**config.mk**
```make
export PLATFORM = sky130hd
export DESIGN_NAME = keypad_number_entry
export DESIGN_NICKNAME = d
export VERILOG_FILES = /design/src/rtl/keypad_number_entry.sv
export SDC_FILE = /design/constraint.sdc
export NUM_CORES = 1
export LEC_CHECK = 0
export BUFFER_PORTS_ARGS = -buffer_cell sky130_fd_sc_hd__buf_2
export CORE_MARGIN = 2
export CORE_UTILIZATION = 56
export CTS_BUF_LIST = sky130_fd_sc_hd__clkbuf_8
export CTS_CLUSTER_SIZE = 30
export DETAILED_ROUTE_END_ITERATION = 6
export GPL_TIMING_DRIVEN = 0
export PLACE_DENSITY_LB_ADDON = 0.3
export SKIP_LAST_GASP = 1
export SLEW_MARGIN = 40
export SYNTH_ARGS = -nofsm -noshare
export SYNTH_HDL_FRONTEND = slang
export SYNTH_SLANG_ARGS = --single-unit
```
**constraint.sdc**
```tcl
create_clock -name sys_clk -period 5.2 [get_ports sys_clk]
set_input_delay 0.78 -clock sys_clk [delete_from_list [all_inputs] [get_ports sys_clk]]
set_output_delay 0.78 -clock sys_clk [all_outputs]
set_load 0.01 [all_outputs]
```
**src/rtl/keypad_number_entry.sv**
```systemverilog
// Collects keypad digits into a signed BCD entry buffer for the display, then
// converts it to two's-complement binary and hands it to the CPU via valid/ready.
module keypad_number_entry #(
   parameter int MAX_DIGITS = 8,
   parameter int WIDTH      = 32
) (
   input  logic                    sys_clk,
   input  logic                    rst_n,
   input  logic                    key_pulse,
   input  logic [5:0]              key_code,
   output logic [WIDTH-1:0]        value,
   output logic                    value_valid,
   input  logic                    value_ready,
   output logic [4*MAX_DIGITS-1:0] disp_bcd,
   output logic [3:0]              disp_count,
   output logic                    disp_neg,
   output logic                    key_drop
);

   typedef enum logic [1:0] {ENTRY, CONV, VALID} state_t;

   localparam logic [3:0] MAX_CNT = 4'(MAX_DIGITS);

   state_t                  state;
   logic [WIDTH-1:0]        acc;
   logic [3:0]              idx;

   logic                    low_page;
   logic                    is_digit;
   logic [4*MAX_DIGITS-1:0] bcd_shl;
   logic [4*MAX_DIGITS-1:0] bcd_shr;
   logic [3:0]              conv_digit;
   logic [WIDTH-1:0]        acc_next;

   // Shifted buffer images and the next conversion step (acc*10 + digit)
   always_comb begin
      low_page   = (key_code[5:4] == 2'b00);
      is_digit   = low_page && (key_code[3:0] <= 4'd9);
      bcd_shl    = disp_bcd << 4;
      bcd_shl[3:0] = key_code[3:0];
      bcd_shr    = disp_bcd >> 4;
      conv_digit = 4'd0;
      for (int i = 0; i < MAX_DIGITS; i++) begin
         if (idx == 4'(i)) conv_digit = disp_bcd[4*i +: 4];
      end
      acc_next   = (acc << 3) + (acc << 1) + WIDTH'(conv_digit);
   end

   always_ff @(posedge sys_clk) begin
      if (!rst_n) begin
         state       <= ENTRY;
         acc         <= '0;
         idx         <= '0;
         value       <= '0;
         value_valid <= 1'b0;
         disp_bcd    <= '0;
         disp_count  <= '0;
         disp_neg    <= 1'b0;
         key_drop    <= 1'b0;
      end else begin
         key_drop <= 1'b0;
         case (state)
            ENTRY: begin
               if (key_pulse && is_digit) begin
                  if (disp_count == MAX_CNT) begin
                     key_drop <= 1'b1;
                  end else if (disp_count == 4'd1 && disp_bcd[3:0] == 4'd0) begin
                     disp_bcd[3:0] <= key_code[3:0];
                  end else begin
                     disp_bcd   <= bcd_shl;
                     disp_count <= disp_count + 4'd1;
                  end
               end else if (key_pulse && low_page) begin
                  case (key_code[3:0])
                     4'hA: disp_neg <= ~disp_neg;
                     4'hD: begin
                        disp_bcd   <= '0;
                        disp_count <= '0;
                        disp_neg   <= 1'b0;
                     end
                     // Backspace on an empty buffer only drops the sign
                     4'hE: begin
                        if (disp_count == 4'd0) begin
                           disp_neg <= 1'b0;
                        end else begin
                           disp_bcd   <= bcd_shr;
                           disp_count <= disp_count - 4'd1;
                        end
                     end
                     4'hF: begin
                        if (disp_count != 4'd0) begin
                           acc   <= '0;
                           idx   <= disp_count - 4'd1;
                           state <= CONV;
                        end
                     end
                     default: ;
                  endcase
               end
            end
            CONV: begin
               key_drop <= key_pulse;
               acc      <= acc_next;
               if (idx == 4'd0) begin
                  value       <= disp_neg ? -acc_next : acc_next;
                  value_valid <= 1'b1;
                  state       <= VALID;
               end else begin
                  idx <= idx - 4'd1;
               end
            end
            VALID: begin
               key_drop <= key_pulse;
               if (value_ready) begin
                  value_valid <= 1'b0;
                  disp_bcd    <= '0;
                  disp_count  <= '0;
                  disp_neg    <= 1'b0;
                  state       <= ENTRY;
               end
            end
            default: state <= ENTRY;
         endcase
      end
   end

endmodule

```
==> run summary <==
Synth area leader: dfxtp_1
post-synthesis sequential area ratio: 28.2%
Yosys reg bits: 108
Power Density: 357 nW/um2
Worst-path clk slew: 0.11 ns
final hold viol count: 0
area share of the largest cell type after synthesis: 28.2%
violated checks: setup timing
DRC: 0
final setup fails: 12
Rows: 42
min-delay src: value[3]$_SDFFE_PN0P_
r2r startpoint: idx[1]$_SDFFE_PN0P_
chip height: 121 um
slew margin rel.: 38.9%
max-slew violations: 0
yosys warns: 0
placer congestion estimate: 0.949
Post-synth EDFFs: 0
worst clock skew: 0.0123 ns
vias in the first global route: 7068
total grt overflow: 0
Critical Path RT: 5.50 ns
Total GRT Usage: 30.5%
leak pwr: 3.99 nW
asr flop ratio synth: 0%
Worst Setup SP: idx[1]$_SDFFE_PN0P_
largest net degree at the start of global routing: 18
CP Launch Type: flip-flop
Setup WS pre-CTS: -0.508 ns
core area: 13300 um2
prevailing post-synth register cell: dfxtp_1
area growth from synthesis to layout: 19.8%
clock root cell: clkbuf_8
Post-CTS Hold Buffers: 0
kind of critical path: reg -> reg
drt pass-1 iters: 6
DR WL/cell: 18.5 um
Iter 0 DRT Violations: 1011
Clock Path Buffers: 2
Die W: 121 um
Net Count, Synth: 1052
# IOs: 81
fin crit share: 105%
Num CTS Buffers: 9
RSZ-0062 raised after global routing: true
Final WS setup: -0.256 ns
Avg Inst Size Synth: 7.93 um2
actual slew at the worst max-slew pin: 0.902 ns
fin crit period: 5.46 ns
status: finished with violations
Crit. End Element: flip-flop
Final nets: 1173
Detail Route Antenna Nets: 0
total number of vias: 8115
dpl hpwl: 16500 um
placed cells: 1224
Finished Layout Cells: 1270
Die ar.: 14700 um2
WP data arrival: 5.76 ns
Starting Density: 57.8%
TritonCTS clock tree: built
gate count of the mapped netlist: 968
Worst-Skew Late Latency: 0.41 ns
vias per cell: 6.39
first-pass GRT wire length: 35900 um
Synth area leaders: dfxtp_1 (28%), ha_1 (12%), nor2_1 (6.9%)
Peak supply drop: 0.000275 V
Cell variety after synth: 77
antenna violations before repair: 0
crit path max fanout: 6
layout cell share with drive strength beyond 1: 21.0%
Fmax: 0.183 GHz
H-tree Lvls: 3
Max Cap Viol: 0
port bufs: 80
hold crit path type: reg -> reg
Mapped Area: 7680 um2
clock sink total: 108
Total Power: 0.00328 W
antenna cells: 0
final wirelength: 23400 um
==> cells in the mapped netlist, drive strengths merged (3+ instances only) <==
| library cell | number |
|---|---|
| mux2i | 5 |
| nor4 | 6 |
| nor3 | 41 |
| a21o | 10 |
| nor2b | 10 |
| a221oi | 28 |
| nand2b | 3 |
| or2 | 4 |
| nand4 | 6 |
| nor2 | 141 |
| inv | 24 |
| dfxtp | 108 |
| o21ai | 42 |
| and2 | 7 |
| a31oi | 4 |
| o211ai | 12 |
| nand3 | 23 |
| xor2 | 30 |
| ha | 72 |
| and3 | 6 |
| buf | 11 |
| a22oi | 34 |
| o21a | 7 |
| a211oi | 34 |
| o221ai | 3 |
| o22ai | 8 |
| o31ai | 6 |
| nand2 | 71 |
| o21bai | 6 |
| clkbuf | 53 |
| or3 | 6 |
| xnor2 | 24 |
| a21oi | 74 |
| o41ai | 6 |
| a21boi | 5 |
| or4 | 9 |
==> worst paths after layout <==
| kind | slack, ns | endpoint | cells past startpoint |
|---|---|---|---|
| worst max-delay path | -0.26 | value[23]$_SDFFE_PN0P_ | 24 |
| worst min-delay path | 0.45 | value[3]$_SDFFE_PN0P_ | 2 |
| worst min register to register | 0.45 | value[3]$_SDFFE_PN0P_ | 2 |
| worst max register to register | -0.26 | value[23]$_SDFFE_PN0P_ | 24 |
==> report_power, final <==
group / leakage (nW) / internal, W / total [W] / switching [W]
registers: 0.876 / 0.000964 / 0.00112 / 0.000156
logic: 3.00 / 0.000658 / 0.00156 / 0.000905
clock network: 0.116 / 0.000285 / 0.000600 / 0.000315
==> repair_timing <==
item,CTS,global route
gates resized for setup,42,39
endpoints found under the hold margin,0,0
endpoints found under the setup margin,14,17
pin swaps,31,23
buffers inserted,18,17
==> worst max-delay path, stage by stage, from the launching register on <==
cell      delay [ns]
dfxtp_4         0.38
inv_4           0.08
ha_4            0.18
buf_4           0.14
nand3_1         0.10
a21oi_2         0.16
a21oi_2         0.06
a21oi_2         0.17
o22ai_1         0.11
nand2_1         0.09
o221ai_2        0.10
fa_2            0.57
inv_2           0.05
ha_4            0.22
a211oi_4        0.29
o211ai_1        0.21
a21boi_2        0.26
buf_4           0.14
a21oi_1         0.06
xor2_1          0.22
or4_4           0.63
or3_4           0.44
o31a_1          0.28
xnor2_1         0.15
a211oi_1        0.26
==> cells in the final DEF (no fill, tap or decap), types with 32 or more instances in the layout <==
cell type / instances
nor3_1: 39
a22oi_1: 34
ha_1: 66
nor2_1: 138
clkbuf_1: 49
buf_4: 32
nand2_1: 65
a21oi_1: 66
dfxtp_1: 106
buf_2: 82
==> logic make-up after synthesis <==
logic type               synth area share, %
AND/OR/NAND/NOR                         20.7
AO/OA/AOI/OAI                           27.3
flip-flops                              28.2
buffers and inverters                   4.77
adder cells (fa/ha/maj)                 12.3
XOR/XNOR                                6.16
multiplexers                           0.652
==> layout make-up <==
type,instances,area (um2)
Fill cell,1056,4090
Sequential cell,108,2170
Clock inverter,6,87.6
Tap cell,176,220
Buffer,59,255
Inverter,24,97.6
Clock buffer,10,138
Timing Repair Buffer,115,674
Multi-Input combinational cell,772,5560
==> sequential cells by signal, summed over array words and instances, names as in the netlist <==
signal and flops:
disp_bcd 32, idx 4, value 32, disp_count 4, state 2, value_valid 1, acc 31, disp_neg 1
key_drop 1
==> layer usage <==
metal	up-vias	GRT usage [%]	wire length, um
met5	-	0	0
met4	0	8.87	454
met3	50	5.26	2170
met2	461	45.3	10400
met1	3791	45.1	10500
li1	3813	-	-
==> metrics by stage <==
step	cell area [um2]	hold slack [ns]	TNS (ns)	util, %
after global routing	9200	0.487	-4.22	69.2
after detailed placement	8370	0.446	-4.52	63.0
after global placement	8370	0.436	-3.72	63.0
final	9200	0.455	-2.02	69.2
after CTS	8910	0.458	-1.08	67.0
after floorplan	7750	0.476	0	-
Power figures use the tool's default switching activity.
